### src/rtl/fir_pkg.sv
// Shared types, default widths and the saturating output-slice helper for the multi-channel FIR MAC.
// The helper is used by the lanes only when FIR_MAC_SAT_EN is defined.
package fir_pkg;

  typedef enum logic [2:0] {
    IDLE,
    ISSUE,
    ACC,
    FLUSH,
    DONE
  } state_t;

  localparam int unsigned DEF_DATA_W    = 16;
  localparam int unsigned DEF_COEF_W    = 16;
  localparam int unsigned DEF_ACC_W     = 33;
  localparam int unsigned DEF_OUT_SHIFT = 15;
  localparam int unsigned MAX_ACC_W     = 64;

  // acc must arrive sign-extended to MAX_ACC_W; the caller keeps the low data_w bits of the result.
  function automatic logic [MAX_ACC_W-1:0] sat_slice(input logic signed [MAX_ACC_W-1:0] acc,
                                                     input int unsigned out_shift,
                                                     input int unsigned data_w);
    logic signed [MAX_ACC_W-1:0] hi;
    logic signed [MAX_ACC_W-1:0] lim;
    hi  = acc >>> (out_shift + data_w - 1);
    lim = MAX_ACC_W'(1) << (data_w - 1);
    if (hi == '0 || hi == '1) begin
      sat_slice = acc >>> out_shift;
    end else if (acc[MAX_ACC_W-1]) begin
      sat_slice = -lim;
    end else begin
      sat_slice = lim - MAX_ACC_W'(1);
    end
  endfunction

endpackage

### src/rtl/multi_ch_fir_mac_if.sv
// Handshake, tap-address and data bus of the multi-channel FIR MAC.
// slave = the MAC itself, master = controller plus coefficient ROM / sample buffers.
interface multi_ch_fir_mac_if #(
  parameter int unsigned NUM_CH = 2,
  parameter int unsigned DATA_W = 16,
  parameter int unsigned COEF_W = 16,
  parameter int unsigned ADDR_W = 10
);
  logic                       start;
  logic                       busy;
  logic [ADDR_W-1:0]          tap_addr;
  logic [COEF_W-1:0]          coef_in;
  logic [NUM_CH*DATA_W-1:0]   smpl_in;
  logic [NUM_CH*DATA_W-1:0]   filt_out;
  logic                       filt_vld;

  modport master (
    output start, coef_in, smpl_in,
    input  busy, tap_addr, filt_out, filt_vld
  );

  modport slave (
    input  start, coef_in, smpl_in,
    output busy, tap_addr, filt_out, filt_vld
  );
endinterface

### src/rtl/fir_mac_lane.sv
// One signed MAC lane: clearable accumulator plus registered output slice.
// FIR_MAC_SAT_EN selects a saturating slice instead of the wrapping one.
module fir_mac_lane
  import fir_pkg::*;
#(
  parameter int unsigned DATA_W    = DEF_DATA_W,
  parameter int unsigned COEF_W    = DEF_COEF_W,
  parameter int unsigned ACC_W     = DEF_ACC_W,
  parameter int unsigned OUT_SHIFT = DEF_OUT_SHIFT
) (
  input  logic                     clk,
  input  logic                     rst,
  input  logic                     i_clr,
  input  logic                     i_en,
  input  logic                     i_ld,
  input  logic signed [COEF_W-1:0] i_coef,
  input  logic signed [DATA_W-1:0] i_smpl,
  output logic        [DATA_W-1:0] o_out
);
  localparam int unsigned PROD_W = DATA_W + COEF_W;

  logic signed [PROD_W-1:0] w_prod;
  logic signed [ACC_W-1:0]  w_acc_nxt;
  logic signed [ACC_W-1:0]  r_acc;
  logic        [DATA_W-1:0] w_res;
  logic        [DATA_W-1:0] r_out;

  assign w_prod    = PROD_W'(i_coef) * PROD_W'(i_smpl);
  assign w_acc_nxt = r_acc + ACC_W'(w_prod);

  // Output is taken from the sum including the final product, so it lands in the same edge.
`ifdef FIR_MAC_SAT_EN
  assign w_res = DATA_W'(sat_slice(MAX_ACC_W'(w_acc_nxt), OUT_SHIFT, DATA_W));
`else
  assign w_res = w_acc_nxt[OUT_SHIFT +: DATA_W];
`endif

  always_ff @(posedge clk) begin
    if (rst) begin
      r_acc <= '0;
      r_out <= '0;
    end else begin
      if (i_clr) begin
        r_acc <= '0;
      end else if (i_en) begin
        r_acc <= w_acc_nxt;
      end
      if (i_ld) begin
        r_out <= w_res;
      end
    end
  end

  assign o_out = r_out;
endmodule

### src/rtl/multi_ch_fir_mac.sv
// Multi-channel FIR MAC: start/busy/valid controller and tap address counter driving NUM_CH lanes.
// Optional macro FIR_MAC_SAT_EN makes every lane saturate its output.
module multi_ch_fir_mac
  import fir_pkg::*;
#(
  parameter int unsigned NUM_CH    = 2,
  parameter int unsigned NUM_TAPS  = 1021,
  parameter int unsigned DATA_W    = DEF_DATA_W,
  parameter int unsigned COEF_W    = DEF_COEF_W,
  parameter int unsigned ACC_W     = DEF_ACC_W,
  parameter int unsigned OUT_SHIFT = DEF_OUT_SHIFT,
  parameter int unsigned ADDR_W    = (NUM_TAPS > 1) ? $clog2(NUM_TAPS) : 1
) (
  input  logic               clk,
  input  logic               rst,
  multi_ch_fir_mac_if.slave  bus
);
  localparam logic [ADDR_W-1:0] LAST_ADDR = ADDR_W'(NUM_TAPS - 1);

  state_t            r_state;
  logic              r_busy;
  logic              r_vld;
  logic [ADDR_W-1:0] r_addr;
  logic              w_clr;
  logic              w_en;
  logic              w_ld;

  // Data for the address issued last cycle is valid throughout ACC and FLUSH.
  assign w_clr = (r_state == IDLE) && bus.start;
  assign w_en  = (r_state == ACC) || (r_state == FLUSH);
  assign w_ld  = (r_state == FLUSH);

  always_ff @(posedge clk) begin
    if (rst) begin
      r_state <= IDLE;
      r_busy  <= 1'b0;
      r_vld   <= 1'b0;
      r_addr  <= '0;
    end else begin
      r_vld <= 1'b0;
      case (r_state)
        IDLE: begin
          r_addr <= '0;
          if (bus.start) begin
            r_state <= ISSUE;
            r_busy  <= 1'b1;
          end
        end
        ISSUE: begin
          if (NUM_TAPS == 1) begin
            r_state <= FLUSH;
          end else begin
            r_state <= ACC;
            r_addr  <= r_addr + ADDR_W'(1);
          end
        end
        ACC: begin
          if (r_addr == LAST_ADDR) begin
            r_state <= FLUSH;
          end else begin
            r_addr <= r_addr + ADDR_W'(1);
          end
        end
        FLUSH: begin
          r_state <= DONE;
          r_vld   <= 1'b1;
        end
        DONE: begin
          r_state <= IDLE;
          r_busy  <= 1'b0;
          r_addr  <= '0;
        end
        default: begin
          r_state <= IDLE;
          r_busy  <= 1'b0;
          r_addr  <= '0;
        end
      endcase
    end
  end

  for (genvar ch = 0; ch < NUM_CH; ch++) begin : g_lane
    fir_mac_lane #(
      .DATA_W   (DATA_W),
      .COEF_W   (COEF_W),
      .ACC_W    (ACC_W),
      .OUT_SHIFT(OUT_SHIFT)
    ) u_lane (
      .clk   (clk),
      .rst   (rst),
      .i_clr (w_clr),
      .i_en  (w_en),
      .i_ld  (w_ld),
      .i_coef(bus.coef_in),
      .i_smpl(bus.smpl_in[ch*DATA_W +: DATA_W]),
      .o_out (bus.filt_out[ch*DATA_W +: DATA_W])
    );
  end

  assign bus.busy     = r_busy;
  assign bus.filt_vld = r_vld;
  assign bus.tap_addr = r_addr;
endmodule

### src/flat_wrapper.sv
// flat-port wrapper written by rule: the top's interface ports become plain ports
module multi_ch_fir_mac_flat import fir_pkg::*;
#(
  parameter int unsigned NUM_CH    = 2,
  parameter int unsigned NUM_TAPS  = 1021,
  parameter int unsigned DATA_W    = DEF_DATA_W,
  parameter int unsigned COEF_W    = DEF_COEF_W,
  parameter int unsigned ACC_W     = DEF_ACC_W,
  parameter int unsigned OUT_SHIFT = DEF_OUT_SHIFT,
  parameter int unsigned ADDR_W    = (NUM_TAPS > 1) ? $clog2(NUM_TAPS) : 1
)
  (clk, rst, bus_start, bus_coef_in, bus_smpl_in, bus_busy, bus_tap_addr, bus_filt_out, bus_filt_vld);
  multi_ch_fir_mac_if #(.NUM_CH(NUM_CH), .DATA_W(DATA_W), .COEF_W(COEF_W), .ADDR_W(ADDR_W)) bus_i ();
  input  logic clk;
  input  logic rst;
  input wire logic [$bits(bus_i.start)-1:0] bus_start;
  input wire logic [$bits(bus_i.coef_in)-1:0] bus_coef_in;
  input wire logic [$bits(bus_i.smpl_in)-1:0] bus_smpl_in;
  output wire logic [$bits(bus_i.busy)-1:0] bus_busy;
  output wire logic [$bits(bus_i.tap_addr)-1:0] bus_tap_addr;
  output wire logic [$bits(bus_i.filt_out)-1:0] bus_filt_out;
  output wire logic [$bits(bus_i.filt_vld)-1:0] bus_filt_vld;
  assign bus_i.start = bus_start;
  assign bus_i.coef_in = bus_coef_in;
  assign bus_i.smpl_in = bus_smpl_in;
  assign bus_busy = bus_i.busy;
  assign bus_tap_addr = bus_i.tap_addr;
  assign bus_filt_out = bus_i.filt_out;
  assign bus_filt_vld = bus_i.filt_vld;
  multi_ch_fir_mac #(.NUM_CH(NUM_CH), .NUM_TAPS(NUM_TAPS), .DATA_W(DATA_W), .COEF_W(COEF_W), .ACC_W(ACC_W), .OUT_SHIFT(OUT_SHIFT), .ADDR_W(ADDR_W)) u_core (.clk(clk), .rst(rst), .bus(bus_i));
endmodule
### config.mk
export PLATFORM = sky130hd
export DESIGN_NAME = multi_ch_fir_mac_flat
export DESIGN_NICKNAME = d
export VERILOG_FILES = /design/src/rtl/fir_pkg.sv /design/src/rtl/multi_ch_fir_mac_if.sv /design/src/rtl/fir_mac_lane.sv /design/src/rtl/multi_ch_fir_mac.sv /design/src/flat_wrapper.sv
export SDC_FILE = /design/constraint.sdc
export NUM_CORES = 2
export LEC_CHECK = 0
export BUFFER_PORTS_ARGS = -buffer_cell sky130_fd_sc_hd__buf_2
export CAP_MARGIN = 20
export CELL_PAD_IN_SITES_DETAIL_PLACEMENT = 0
export CELL_PAD_IN_SITES_GLOBAL_PLACEMENT = 1
export CORE_UTILIZATION = 30
export DETAILED_ROUTE_END_ITERATION = 10
export GPL_TIMING_DRIVEN = 0
export PLACE_DENSITY_LB_ADDON = 0.1
export SKIP_CTS_REPAIR_TIMING = 1
export SLEW_MARGIN = 30
export SYNTH_ARGS = -nofsm -noshare
export SYNTH_HDL_FRONTEND = slang
export SYNTH_HIERARCHICAL = 1
export SYNTH_SLANG_ARGS = --single-unit
### constraint.sdc
create_clock -name clk -period 10.1 [get_ports clk]
set_input_delay 2.02 -clock clk [delete_from_list [all_inputs] [get_ports clk]]
set_output_delay 2.02 -clock clk [all_outputs]
set_load 0.01 [all_outputs]
# Word level (Yosys, flattened, before mapping)
# Index checks and enable logic that the tools add are counted.
# classes
bitwise_logic	2
reduce_logical	8
mul	2
addsub	3
eq_ne	7
n_mux	8
# ops
operator	count
$add 33x32->33	2
$mul 16x16->32	2
$pmux 10 s3	1
$pmux 3 s4	1
$add 10x1->10 const B	1
$eq 10x10->1 const B	1
$mux 10	1
$eq 3x2->1 const B	2
$mux 3	2
$ne 2x2->1 const B	3
$reduce_and 2->1	3
$eq 3x1->1 const B	1
$logic_not 3->1	1
$reduce_or 3->1	1
$mux 1	2
$not 1->1	2
$pmux 1 s2	1
$reduce_or 2->1	1
$logic_and 1x1->1	1
$logic_or 1x1->1	1
# word_totals
ff_bits	113
output_inout_bits	44
in_bits	51
wordCells	38

# Longest topological paths before layout
# depth
word_depth	4
depth_mapped	24

# Cells and area by module
# The synthesis kept the hierarchy.
# modules_own_cells
mod	area_each_um2	n_inst	seq_area_each_um2	cells_per_inst
fir_mac_lane at u_core.g_lane[1].u_lane	12410.7	1	940.9	1369
fir_mac_lane at u_core.g_lane[0].u_lane	12273.0	1	940.9	1330
multi_ch_fir_mac	834.6	1	300.3	96

# Worst setup path before layout
# OpenSTA, ideal clock, no wires.
# synth_timing
path_type	input -> register
from	in bus_coef_in[15]
to	reg u_core.g_lane[0].u_lane.r_out[14]
t_arrival_ns	7.509
path_stages	23
setup_slack_ns	2.464
required_ns	9.973
cell_sequence	clkbuf_1 > nand2_1 > inv_1 > fa_1 > inv_1 > fa_1 > inv_1 > fa_1 > fa_1 > fa_1 > inv_1 > fa_1 > inv_1 > ha_1 > inv_1 > nor2_1 > o21a_1 > o41ai_1 > nand2_1 > o221ai_2 > o21ai_1 > nor4bb_1 > or3_1
# synth_between
elab_chain_cells	2
# synth_rtl
element	line	source
start: declaration	flat_wrapper.sv:17	input wire logic [$bits(bus_i.coef_in)-1:0] bus_coef_in;
$mul 16x16->32	fir_mac_lane.sv:28	assign w_prod = PROD_W'(i_coef) * PROD_W'(i_smpl);
$add 33x32->33	fir_mac_lane.sv:29	assign w_acc_nxt = r_acc + ACC_W'(w_prod);
end signal: assignment	fir_mac_lane.sv:49	r_out <= w_res;
end: declaration	fir_mac_lane.sv:26	logic [DATA_W-1:0] r_out;
# No other way between the ends.
# A chain may end at the register's enable or synchronous reset.

# Worst setup path in the final report
# layout_timing
from	in bus_coef_in[7]
to	reg u_core.g_lane[0].u_lane.r_out[15]
# The elaborated chain is that of the path after synthesis.

==> impl_metrics.ini <==
[sta]
finalHoldViolations = 0
fin_tns_setup_ns = 0
max-slew-margin-rel_pct = 35.3
post-route-min-period_ns = 9.04
setup_violations = 0
finClkSkew_ns = 0.0186
finalHoldWorstSlack_ns = 0.463
grt_setup_unrepaired = no
max_freq_ghz = 0.111
fin_crit_sh_pct = 89.5
drv_slew = 0
worst_pin_slew_ns = 0.970

[run_status]
status = complete, no violations

[drt]
viasPerCell = 4.60
routed_wl_um = 75100
postRouteAntennaNets = 0
drt_iter0_markers = 640
drc = 0
route.vias.total = 18600
routedWlPerCell_um = 18.6
drtPass1Iterations = 5

[flow_run]
cap_violations = 0

[floorplan]
initial_utilization_pct = 30.4
ioPinCount = 95
die_width_um = 294
die_y_um = 294
die_area_um2 = 86200
rows = 106
coreArea_um2 = 84000

[cts]
clock-sinks = 109
cts_tree = yes
root_buffer = clkbuf_16
clk_latency_ns = 0.42
htree_num_levels = 3
cts.path.max_buffers = 2
cts_buffers = 9
clkTransAtPathRegs_ns = 0.09

[setup_path]
critPathRequiredTime_ns = 10.37
crit_path_frequent_cell = fa_1
cp_slowest_cell = o41ai_1
critPathKind = input pin to flip-flop
cpPeakStageDelay_ns = 0.74
cp_max_fo = 15
end_kind = flip-flop
cp.arrival_ns = 9.31
worstPathCellList = buf_2 > clkbuf_1 > nand2_1 > fa_1 > inv_1 > fa_1 > inv_1 > fa_1 > inv_1 > fa_1 > fa_1 > inv_1 > fa_1 > inv_1 > ha_1 > a21oi_1 > o21ai_0 > o41ai_1 > o31ai_1 > a31oi_1 > and4b_4 > o21ai_4 > mux2i_1 > a21oi_1
startpoint_type = input pin

[logic_synthesis]
synth_ff_type = dfxtp_1
synthArstFlopShare_pct = 0
synth_edf_count = 0
synth_area_per_cell_um2 = 9.13
syn_area_um2 = 25500
synth_seq_cells = 109
postSynthCellCount = 2795
synth_seq_area_share_pct = 8.55
yosys_warnings = 6
syn-num-nets = 3608
ys_types = 77

[placed_design]
post_dp_cell_area_um2 = 27400
place_inst = 4023
globalplace.congestion = 0.854
detailed_place_hpwl_um = 64100
port_buffers = 94

[hold_path]
hp-class = flip-flop to flip-flop

[global_routing]
track_usage_pct = 18.6
first_global_vias = 20700
grt_pass1_wl_um = 121000
gr-total-overflow = 0
antenna_found_initial = 7
grt_max_degree = 21

[layout]
nNetsFinal = 3713
area_growth_pct = 8.59
drive_gt1_share_pct = 4.68
fin_area_um2 = 27700
stdcell_count = 4042
-- layout by cell type (no fill, tap or decap), types with 5 or more instances in the layout --
cell	n
inv_1	697
fa_1	570
nand2_1	305
and2_1	241
ha_1	192
nor2_1	110
dfxtp_1	109
buf_2	96
clkbuf_1	81
a21oi_1	66
mux2i_1	52
xnor2_1	49
nand3_1	29
nor3_1	25
nand2b_1	24
o21ai_0	21
a21o_1	17
xor2_1	16
or3_1	14
o21a_1	13
clkbuf_16	9
nand3b_1	9
o31ai_1	8
a211oi_1	8
and3_1	7
buf_1	7
o22ai_1	7
nand4_1	6
o2111ai_1	6
o211ai_1	6
o21ai_1	6
a2111o_1	5
or4_1	5
-- critical path, delay by kind of cell --
| kind | cells | cell delay, ns |
|---|---|---|
| simple gates | 2 | 0.46 |
| compound gates | 7 | 1.83 |
| fa+ha+maj | 7 | 3.32 |
| buf+inv | 7 | 1.34 |
| mux | 1 | 0.31 |
-- sequential cells by signal (all words and copies together) (netlist names) --
register                    count
u_core/bus.tap_addr            10
u_core/r_state                  3
u_core/bus.busy                 1
u_core/g_lane.u_lane/r_acc     62
u_core/g_lane.u_lane/o_out     32
u_core/bus.filt_vld             1
-- cell usage after synthesis (7+ instances only) --
library cell	count	area [um^2]
dfxtp_1	109	2180
mux2i_1	52	521
fa_1	570	11400
nand2b_1	24	150
xnor2_1	49	429
clkbuf_1	83	312
nand3b_1	9	67.6
a21o_1	17	128
or3_1	14	87.6
nand3_1	29	145
a21oi_1	66	330
and2_1	241	1510
nor2_1	111	417
xor2_1	16	140
o31ai_1	8	60.1
and3_1	7	43.8
nor3_1	25	125
a211oi_1	8	60.1
buf_1	7	26.3
nand2_1	305	1140
o21a_1	13	97.6
o22ai_1	7	43.8
o21ai_0	21	105
inv_1	697	2620
ha_1	192	2400
-- worst paths after layout --
path / start / to / slack, ns / cells after the start
worst max register to register: u_core/g_lane[0].u_lane/r_acc[15]$_SDFFE_PP0P_ / u_core/g_lane[0].u_lane/o_out[15]$_SDFFE_PP0P_ / 4.17 / 19
worst min register to register: u_core/g_lane[1].u_lane/o_out[10]$_SDFFE_PP0P_ / u_core/g_lane[1].u_lane/o_out[10]$_SDFFE_PP0P_ / 0.46 / 2
worst max-delay path: bus_coef_in[7] / u_core/g_lane[0].u_lane/o_out[15]$_SDFFE_PP0P_ / 1.06 / 24
worst min-delay path: u_core/g_lane[1].u_lane/o_out[10]$_SDFFE_PP0P_ / u_core/g_lane[1].u_lane/o_out[10]$_SDFFE_PP0P_ / 0.46 / 2
-- through the flow --
stage          util, %  worst slack, ns
4_1_cts           33.0             1.17
2_1_floorplan        -             2.46
3_5_place_dp      32.6            0.717
3_3_place_gp      32.6            0.766
5_1_grt           33.0            0.741
6_report          33.0             1.06
-- cell families after synthesis --
| kind of cell | synth area share [%] |
|---|---|
| simple gates | 15.7 |
| buf+inv | 11.7 |
| fa+ha+maj | 54.1 |
| compound gates | 5.67 |
| flops | 8.55 |
| xor+xnor | 2.23 |
| mux | 2.04 |
-- routing by layer --
layer	share of wire, %	track usage [%]
met2	48	30.6
met5	0	0
met3	2.7	1.73
met1	49	26.7
met4	1.0	3.05
-- cell type report --
class                      count  area [um^2]
clock buffer                   9          225
timing repair buffer          94          470
antenna                        3         7.51
tap                         1134         1420
buffer                        94          365
fill                        8872        56200
multi-input combinational   1894        20400
clock inverter                 7         65.1
inverter                     698         2620
sequential                   109         2180
Power is not shown: default switching activity piles up to over one toggle a cycle in this logic, so the estimate is an artifact.
